## config.mk

```make
export PLATFORM = sky130hd
export DESIGN_NAME = i2c_param_bank
export DESIGN_NICKNAME = d
export VERILOG_FILES = /design/src/rtl/i2c_param_bank_pkg.sv /design/src/rtl/i2c_bus_sync.sv /design/src/rtl/i2c_param_bank.sv
export SDC_FILE = /design/constraint.sdc
export NUM_CORES = 1
export LEC_CHECK = 0
export CORE_ASPECT_RATIO = 2
export CORE_MARGIN = 2
export CORE_UTILIZATION = 50
export DETAILED_ROUTE_END_ITERATION = 10
export DONT_BUFFER_PORTS = 1
export SYNTH_ARGS = -nofsm -noshare
export SYNTH_HDL_FRONTEND = slang
export SYNTH_SLANG_ARGS = --single-unit
```

## constraint.sdc

```tcl
create_clock -name clk -period 6.6 [get_ports clk]
set_clock_uncertainty 0.2 [all_clocks]
set_input_delay 0.99 -clock clk [delete_from_list [all_inputs] [get_ports clk]]
set_output_delay 0.99 -clock clk [all_outputs]
set_load 0.1 [all_outputs]
```

## src/rtl/i2c_param_bank_pkg.sv

```systemverilog
// Shared FSM states, bus ACK encodings and synchroniser depth for the I2C parameter bank.
// No timing or flow control of its own; types and constants only.
package i2c_param_bank_pkg;

   localparam int SYNC_DEPTH = 2;

   localparam logic ACK  = 1'b0;
   localparam logic NACK = 1'b1;

   typedef enum logic [3:0] {
      IDLE,
      ADDR,
      ADDR_ACK,
      PTR,
      PTR_ACK,
      WDATA,
      WDATA_ACK,
      RDATA,
      RDATA_ACK,
      WAIT_STOP
   } state_t;

   // Open-drain: a bus bit of 0 (including ACK) means pulling SDA low.
   function automatic logic oe_for(input logic bus_bit);
      return bus_bit == 1'b0;
   endfunction

endpackage

```

## src/rtl/i2c_bus_sync.sv

```systemverilog
// Synchronises raw SCL/SDA and flags SCL edges, START and STOP as one-clk pulses.
// Events trail the pads by SYNC_DEPTH+1 clocks; no backpressure, consumers must take every pulse.
module i2c_bus_sync
   import i2c_param_bank_pkg::*;
(
   input  logic clk,
   input  logic rst,
   input  logic scl_i,
   input  logic sda_i,
   output logic sda_o,
   output logic scl_rise_o,
   output logic scl_fall_o,
   output logic start_o,
   output logic stop_o
);

   // Bits [SYNC_DEPTH-1:0] are the synchroniser, the top bit holds the previous level.
   logic [SYNC_DEPTH:0] scl_q;
   logic [SYNC_DEPTH:0] sda_q;
   logic                scl_cur;
   logic                scl_prv;
   logic                sda_cur;
   logic                sda_prv;

   always_ff @(posedge clk or posedge rst) begin
      if (rst) begin
         scl_q <= '1;
         sda_q <= '1;
      end else begin
         scl_q <= {scl_q[SYNC_DEPTH-1:0], scl_i};
         sda_q <= {sda_q[SYNC_DEPTH-1:0], sda_i};
      end
   end

   assign scl_cur    = scl_q[SYNC_DEPTH-1];
   assign scl_prv    = scl_q[SYNC_DEPTH];
   assign sda_cur    = sda_q[SYNC_DEPTH-1];
   assign sda_prv    = sda_q[SYNC_DEPTH];

   assign sda_o      = sda_cur;
   assign scl_rise_o = scl_cur & ~scl_prv;
   assign scl_fall_o = ~scl_cur & scl_prv;
   assign start_o    = scl_cur & scl_prv & sda_prv & ~sda_cur;
   assign stop_o     = scl_cur & scl_prv & ~sda_prv & sda_cur;

endmodule

```

## src/rtl/i2c_param_bank.sv

```systemverilog
// I2C target exposing N_REGS gain registers with auto-incrementing pointer; ACK/data change on SCL fall,
// sampled on SCL rise. I2C_PARAM_BANK_SHADOW_EN stages writes in a shadow set committed at STOP.
module i2c_param_bank
   import i2c_param_bank_pkg::*;
#(
   parameter int          N_REGS   = 3,
   parameter int          REG_W    = 6,
   parameter logic [6:0]  DEV_ADDR = 7'h2A,
   parameter int unsigned RST_VAL  = 0
) (
   input  logic                      clk,
   input  logic                      rst,
   input  logic                      ena,
   input  logic                      scl_in,
   input  logic                      sda_in,
   output logic                      sda_oe,
   output logic [N_REGS*REG_W-1:0]   regs_flat,
   output logic                      cfg_update
);

   localparam int               PTR_W   = (N_REGS > 1) ? $clog2(N_REGS) : 1;
   localparam logic [REG_W-1:0] RST_REG = REG_W'(RST_VAL);

   logic             sda_s;
   logic             scl_rise;
   logic             scl_fall;
   logic             start_det;
   logic             stop_det;

   state_t           state_q;
   logic [3:0]       bit_cnt_q;
   logic [7:0]       shift_q;
   logic [PTR_W-1:0] ptr_q;
   logic [PTR_W-1:0] ptr_inc_d;
   logic             rw_q;
   logic             mack_q;
   logic             sda_oe_q;
   logic             cfg_update_q;
   logic [7:0]       rd_byte_d;
   logic [REG_W-1:0] regs_q [N_REGS];

   i2c_bus_sync u_sync (
      .clk        (clk),
      .rst        (rst),
      .scl_i      (scl_in),
      .sda_i      (sda_in),
      .sda_o      (sda_s),
      .scl_rise_o (scl_rise),
      .scl_fall_o (scl_fall),
      .start_o    (start_det),
      .stop_o     (stop_det)
   );

   assign ptr_inc_d = (ptr_q == PTR_W'(N_REGS - 1)) ? '0 : ptr_q + 1'b1;

`ifdef I2C_PARAM_BANK_SHADOW_EN
   logic [REG_W-1:0] shadow_q [N_REGS];
   logic             dirty_q;
   assign rd_byte_d = 8'(shadow_q[ptr_q]);
`else
   assign rd_byte_d = 8'(regs_q[ptr_q]);
`endif

   always_ff @(posedge clk or posedge rst) begin
      if (rst) begin
         state_q      <= IDLE;
         bit_cnt_q    <= '0;
         shift_q      <= '0;
         ptr_q        <= '0;
         rw_q         <= 1'b0;
         mack_q       <= 1'b0;
         sda_oe_q     <= 1'b0;
         cfg_update_q <= 1'b0;
         for (int i = 0; i < N_REGS; i++) regs_q[i] <= RST_REG;
`ifdef I2C_PARAM_BANK_SHADOW_EN
         for (int i = 0; i < N_REGS; i++) shadow_q[i] <= RST_REG;
         dirty_q      <= 1'b0;
`endif
      end else begin
         cfg_update_q <= 1'b0;
         if (!ena) begin
            state_q   <= IDLE;
            bit_cnt_q <= '0;
            sda_oe_q  <= 1'b0;
         end else if (start_det) begin
            state_q   <= ADDR;
            bit_cnt_q <= '0;
            sda_oe_q  <= 1'b0;
         end else if (stop_det) begin
            state_q   <= IDLE;
            sda_oe_q  <= 1'b0;
`ifdef I2C_PARAM_BANK_SHADOW_EN
            if (dirty_q) begin
               regs_q       <= shadow_q;
               dirty_q      <= 1'b0;
               cfg_update_q <= 1'b1;
            end
`endif
         end else begin
            case (state_q)
               ADDR: begin
                  if (scl_rise) begin
                     shift_q   <= {shift_q[6:0], sda_s};
                     bit_cnt_q <= bit_cnt_q + 4'd1;
                  end else if (scl_fall && bit_cnt_q == 4'd8) begin
                     bit_cnt_q <= '0;
                     if (shift_q[7:1] == DEV_ADDR) begin
                        rw_q     <= shift_q[0];
                        sda_oe_q <= oe_for(ACK);
                        state_q  <= ADDR_ACK;
                     end else begin
                        state_q  <= WAIT_STOP;
                     end
                  end
               end
               ADDR_ACK: begin
                  if (scl_fall) begin
                     bit_cnt_q <= '0;
                     if (rw_q) begin
                        shift_q  <= rd_byte_d;
                        sda_oe_q <= oe_for(rd_byte_d[7]);
                        state_q  <= RDATA;
                     end else begin
                        sda_oe_q <= 1'b0;
                        state_q  <= PTR;
                     end
                  end
               end
               PTR: begin
                  if (scl_rise) begin
                     shift_q   <= {shift_q[6:0], sda_s};
                     bit_cnt_q <= bit_cnt_q + 4'd1;
                  end else if (scl_fall && bit_cnt_q == 4'd8) begin
                     bit_cnt_q <= '0;
                     if (shift_q < 8'(N_REGS)) begin
                        ptr_q    <= PTR_W'(shift_q);
                        sda_oe_q <= oe_for(ACK);
                        state_q  <= PTR_ACK;
                     end else begin
                        state_q  <= WAIT_STOP;
                     end
                  end
               end
               PTR_ACK: begin
                  if (scl_fall) begin
                     sda_oe_q <= 1'b0;
                     state_q  <= WDATA;
                  end
               end
               WDATA: begin
                  if (scl_rise) begin
                     shift_q   <= {shift_q[6:0], sda_s};
                     bit_cnt_q <= bit_cnt_q + 4'd1;
                  end else if (scl_fall && bit_cnt_q == 4'd8) begin
                     bit_cnt_q <= '0;
                     sda_oe_q  <= oe_for(ACK);
                     state_q   <= WDATA_ACK;
                  end
               end
               WDATA_ACK: begin
                  // Commit only once the ACK clock completes, so an abort mid-byte leaves registers intact.
                  if (scl_fall) begin
                     sda_oe_q <= 1'b0;
                     ptr_q    <= ptr_inc_d;
                     state_q  <= WDATA;
`ifdef I2C_PARAM_BANK_SHADOW_EN
                     shadow_q[ptr_q] <= shift_q[REG_W-1:0];
                     dirty_q         <= 1'b1;
`else
                     regs_q[ptr_q]   <= shift_q[REG_W-1:0];
                     cfg_update_q    <= 1'b1;
`endif
                  end
               end
               RDATA: begin
                  if (scl_rise) begin
                     bit_cnt_q <= bit_cnt_q + 4'd1;
                  end else if (scl_fall) begin
                     if (bit_cnt_q == 4'd8) begin
                        bit_cnt_q <= '0;
                        sda_oe_q  <= 1'b0;
                        ptr_q     <= ptr_inc_d;
                        state_q   <= RDATA_ACK;
                     end else begin
                        shift_q   <= {shift_q[6:0], 1'b0};
                        sda_oe_q  <= oe_for(shift_q[6]);
                     end
                  end
               end
               RDATA_ACK: begin
                  if (scl_rise) begin
                     mack_q <= (sda_s == ACK);
                  end else if (scl_fall) begin
                     if (mack_q) begin
                        shift_q  <= rd_byte_d;
                        sda_oe_q <= oe_for(rd_byte_d[7]);
                        state_q  <= RDATA;
                     end else begin
                        state_q  <= WAIT_STOP;
                     end
                  end
               end
               IDLE, WAIT_STOP: begin
               end
               default: state_q <= IDLE;
            endcase
         end
      end
   end

   for (genvar g = 0; g < N_REGS; g++) begin : g_flat
      assign regs_flat[g*REG_W +: REG_W] = regs_q[g];
   end

   assign sda_oe     = sda_oe_q;
   assign cfg_update = cfg_update_q;

endmodule

```

Word-level counts from Yosys, hierarchy flattened. Index checks and enable logic that the tools add are counted.

$mul: 0. $lt $le $gt $ge: 3. Add/subtract/negate cells: 2. Div/mod/pow operators: 0. Shifts and indexed selects: 0. Bitwise operators: 16. Multiplexer cells: 82. Reduce and logical (&&, ||, !) cells: 16. Equality and inequality tests: 50.

Operator list (count): $mux W4 (28); $ne A5 B5 Y1 const B (17); $mux W8 (9); $pmux W4 S8 (1); $pmux W8 S4 (1); $ne A2 B2 Y1 const B (13); $mux W1 (25); $bwmux W18 (1); $mux W6 (3); $eq A4 B3 Y1 const B (4); $mux W2 (8); $reduce_and A16 Y1 (1); $ne A5 B2 Y1 const B (3); $reduce_and A14 Y1 (1); $reduce_and A13 Y1 (1); $bmux W6 S2 (1); $demux W6 S2 (1); $eq A4 B4 Y1 const B (3); $pmux W4 S3 (1); $reduce_and A11 Y1 (1); $ne A10 B2 Y1 const B (1); $reduce_and A5 Y1 (2); $eq A4 B2 Y1 const B (2); $lt A8 B2 Y1 const B (1); 24 further kinds (40).

Memory bits (writable): 0. Bits in read-only memories: 0. Bits in latches: 0. Flip-flop bits (word level): 46. Memories: 0.

Logic depth before layout (Yosys ltp).
Depth in word-level cells: 9. Gate-level depth with buffers: 7. Mapped depth without buffers: 7.

By module. Synthesis repeated with hierarchy kept, for this count alone.

Cells, all modules: 248. Area total of the unflattened synthesis: 2523.7 um^2.

Modules (own cells, without submodules): i2c_param_bank (seq. area each 1001.0 um^2, cells an instance 237, area each 2329.7 um^2, times used 1); i2c_bus_sync (seq. area each 157.7 um^2, cells an instance 11, area each 193.9 um^2, times used 1).

Worst setup path before layout. Ideal clock, no wire load.

Path type: input-to-reg. Start point: in ena. End point: reg state_q[0]. Slack: 4099 ps. Path buffers: 1. Data arrival time: 2179 ps. Data required time: 6278 ps. Stages: 5. Setup time: 122 ps. Cells stage by stage: buf_4 o21ai_2 nor4_1 a31oi_1 a32o_1.

Longest elaborated chain between the ends: 2. Elaborated cells between the ends (all ways): 16. Classes of those cells: eq/ne (14); mux (1); reduce/logical (1).

RTL lines: start, declared (line i2c_param_bank.sv:13) `input logic ena,`; $ne A5 B5 Y1 (no source line), or another cell as far along; $reduce_and A14 Y1 (no source line); end signal, assigned (line i2c_param_bank.sv:66) `state_q <= IDLE;`; end signal, assigned (line i2c_param_bank.sv:82) `state_q <= IDLE;`; end signal, assigned (line i2c_param_bank.sv:86) `state_q <= ADDR;`; end, declared (line i2c_param_bank.sv:30) `state_t state_q;`.

Several ways; a longest one is shown, not always the timed one. A chain may end at the register's enable or synchronous reset.

Worst setup path after layout.
Start point: reg state_q[0]. End point: reg shift_q[1].

Longest elaborated chain between the ends: 4. Elaborated cells between the ends (all ways): 19. Classes of those cells: eq/ne (15); mux (1); reduce/logical (3).

RTL lines: $eq A4 B3 Y1, or another cell as far along (line i2c_param_bank.sv:100) `case (state_q)`; $reduce_or A3 Y1 (no source line); $ne A2 B1 Y1 (no source line) or $reduce_bool A4 Y1 (tied branches); $reduce_and A13 Y1 (no source line); end signal, assigned (line i2c_param_bank.sv:103) `shift_q <= {shift_q[6:0], sda_s};`; end signal, assigned (line i2c_param_bank.sv:120) `shift_q <= rd_byte_d;`; end signal, assigned (line i2c_param_bank.sv:131) `shift_q <= {shift_q[6:0], sda_s};`; end, declared (line i2c_param_bank.sv:32) `logic [7:0] shift_q;`.

Several ways; a longest one is shown, not always the timed one.

==> impl_metrics.env <==
export IMPL_synth_top_area_cell="dfrtp_1"
export IMPL_cp_top_family="simple AND/OR/NAND/NOR gates"
export IMPL_port_buffer_count=0
export IMPL_cts_buffer_depth=2
export IMPL_netlist_instances=253
export IMPL_cp_max_fo=20
export IMPL_cts_buffers=5
export IMPL_ctsResizeCount=0
export IMPL_nets=252
export IMPL_tightestPinTransition_ns=1.08
export IMPL_cp_cell_sequence="nor2b_1, nand2_1, a2111oi_4, mux2_2"
export IMPL_netlist_area_um2=2610
export IMPL_design_area_um2=2670
export IMPL_first_pass_iters=4
export IMPL_fin_cells=304
export IMPL_design_core_area_um2=5090
export IMPL_dp_cells=296
export IMPL_setup_viol_count_final=0
export IMPL_grt_remaining_overflow=0
export IMPL_hold_class="reg2reg"
export IMPL_place_area_um2=2580
export IMPL_cp_arrival_ns=3.04
export IMPL_post_drt_wl_per_cell_um=19.8
export IMPL_insertion_delay_ns=0.31
export IMPL_end_kind="flop"
export IMPL_postCtsSetupRepairBufs=0
export IMPL_die_w_um=55.1
export IMPL_dieArea_um2=5860
export IMPL_max_vdd_ir_drop_mv=0.184
export IMPL_ys_async_sr_fraction_pct=100
export IMPL_dp_hpwl_mm=4.46
export IMPL_final_period_utilization_pct=46.1
export IMPL_grt_pass1_vias=2005
export IMPL_synth_fp_nets=260
export IMPL_yosysWarnings=0
export IMPL_synth_seq_cells=46
export IMPL_p_total_uw=506
export IMPL_critical_path_buf_inv_count=0
export IMPL_p_leak_nw=1.12
export IMPL_slew_headroom_pct=27.4
export IMPL_fin_hold_ws_ns=0.159
export IMPL_slowest_stage="dfrtp_1"
export IMPL_synth_area_per_cell_um2=10.3
export IMPL_grt_max_degree=47
export IMPL_tritoncts="yes"
export IMPL_place_ws_ns=3.53
export IMPL_ctsHoldBuffers=0
export IMPL_ys_types=61
export IMPL_outcome="complete, no violations"
export IMPL_antenna_cells=0
export IMPL_slowest_delay_ns=0.76
export IMPL_worst_slack_ns=3.55
export IMPL_fin_util_pct=52.5
export IMPL_htreeDepth=2
export IMPL_min_period_ns=3.05
export IMPL_synth_area_leaders="dfrtp_1 (38%), mux2_2 (11%), dfstp_2 (6.0%), mux2i_1 (3.8%), a21oi_1 (3.3%)"
export IMPL_die_y_um=106
export IMPL_grt_pass1_wl_mm=9.88
export IMPL_drc=0
export IMPL_grt_total_usage_pct=24.1
export IMPL_drv_cap=0
export IMPL_vias=1913
export IMPL_pwr_density_cell_nw_per_um2=189
export IMPL_cts_root_buffer="clkbuf_8"
export IMPL_drv_slew=0
export IMPL_num_rows=37
export IMPL_fmax_mhz=328
export IMPL_io_pin_count=25
export IMPL_critPathKind="reg2reg"
export IMPL_initial_utilization_pct=51.3
export IMPL_synth_top_area_share_pct=38.3
export IMPL_path_clk_slew_ns=0.09
export IMPL_tns_ns=0
export IMPL_drive_gt1_share_pct=21.1
export IMPL_area_delta_synth_final_pct=2.30
export IMPL_synth_ff_type="dfrtp_1"
export IMPL_seq_area_frac_synth_pct=44.3
export IMPL_hold_viol_final=0
export IMPL_ant_nets=0
export IMPL_rsz0062_at_grt="no"
export IMPL_finalWirelength_mm=6.02
export IMPL_required_ns=6.59
export IMPL_synthTopCellsByCount="dfrtp_1 (40), mux2_2 (26), nor2_1 (21)"
export IMPL_vias_per_cell=6.29
export IMPL_yosysMostFrequentCell="dfrtp_1"
export IMPL_cts_sinks=46
export IMPL_startpoint_type="flop"
export IMPL_synth_edf_count=0
export IMPL_drt_first_iter_violations=43
export IMPL_antenna_found_initial=0
export IMPL_place_gp_congestion=0.924
flip-flops by register name (all words and copies together) (netlist names):
name,flops
sda_oe,1
shift_q,8
bit_cnt_q,4
regs_flat,18
u_sync.scl_q,3
u_sync.sda_q,3
state_q,4
ptr_q,2
mack_q,1
rw_q,1
cfg_update,1
power breakdown:
| group | total [mW] | internal, mW | switching [mW] |
|---|---|---|---|
| sequential | 0.301 | 0.289 | 0.0114 |
| clock | 0.173 | 0.0744 | 0.0990 |
| combinational | 0.0320 | 0.0108 | 0.0211 |
| total | 0.506 | 0.375 | 0.132 |
layout by cell type, fill, tap and decap left out, types with 3 or more instances in the layout:
master    netlist  layout
a21oi_1        17      17
clkbuf_8        3       5
dfrtp_1        40      40
dfstp_2         6       6
inv_1          10       9
mux2_2         26      26
mux2i_1        10      10
nand2_1        13      13
nand2b_1        4       4
nand3_1         9       9
nor2_1         21      21
nor2b_1         5       5
nor3_1          8       8
nor4_1          4       4
o211ai_1        3       3
o21ai_0        10      10
o22ai_1         3       3
xnor2_1         3       3
per-layer routing:
metal | global-route usage (%) | part of all wire, %
met4 | 13.1 | 4.5
met1 | 24.5 | 35
met2 | 41.9 | 57
met5 | 0 | 0
met3 | 6.04 | 3.6
worst register-to-register path: stages, from the launching register on:
cell and delay, ns:
dfrtp_1 0.76, nor2b_1 0.68, nand2_1 0.19, a2111oi_4 0.69, mux2_2 0.41
path summary, 6_finish.rpt:
kind                                 start              end  slack, ns  cells after the start
setup / recovery                state_q[0]       shift_q[1]       3.55                      4
hold / removal             u_sync.sda_q[0]  u_sync.sda_q[1]       0.16                      0
setup reg to reg                state_q[0]       shift_q[1]       3.55                      4
hold reg to reg            u_sync.sda_q[0]  u_sync.sda_q[1]       0.16                      0
max in group asynchronous              rst       shift_q[1]       5.03                      1
min in group asynchronous              rst       shift_q[5]       0.57                      1
final cells by class:
| class | instances | area, µm² |
|---|---|---|
| clock inverters | 3 | 21.3 |
| clock buffers | 5 | 68.8 |
| well taps | 58 | 72.6 |
| inverters | 10 | 37.5 |
| multi-input cells | 182 | 1320 |
| fillers | 494 | 2420 |
| flip-flops and latches | 46 | 1160 |
cells by family after synthesis:
| group | synth area share, % |
|---|---|
| fa+ha+maj | 0.957 |
| simple gates | 18.0 |
| flops | 44.3 |
| mux | 15.0 |
| buf+inv | 5.36 |
| compound gates | 15.3 |
| xor+xnor | 1.01 |
(Power assumes the default switching activity.)
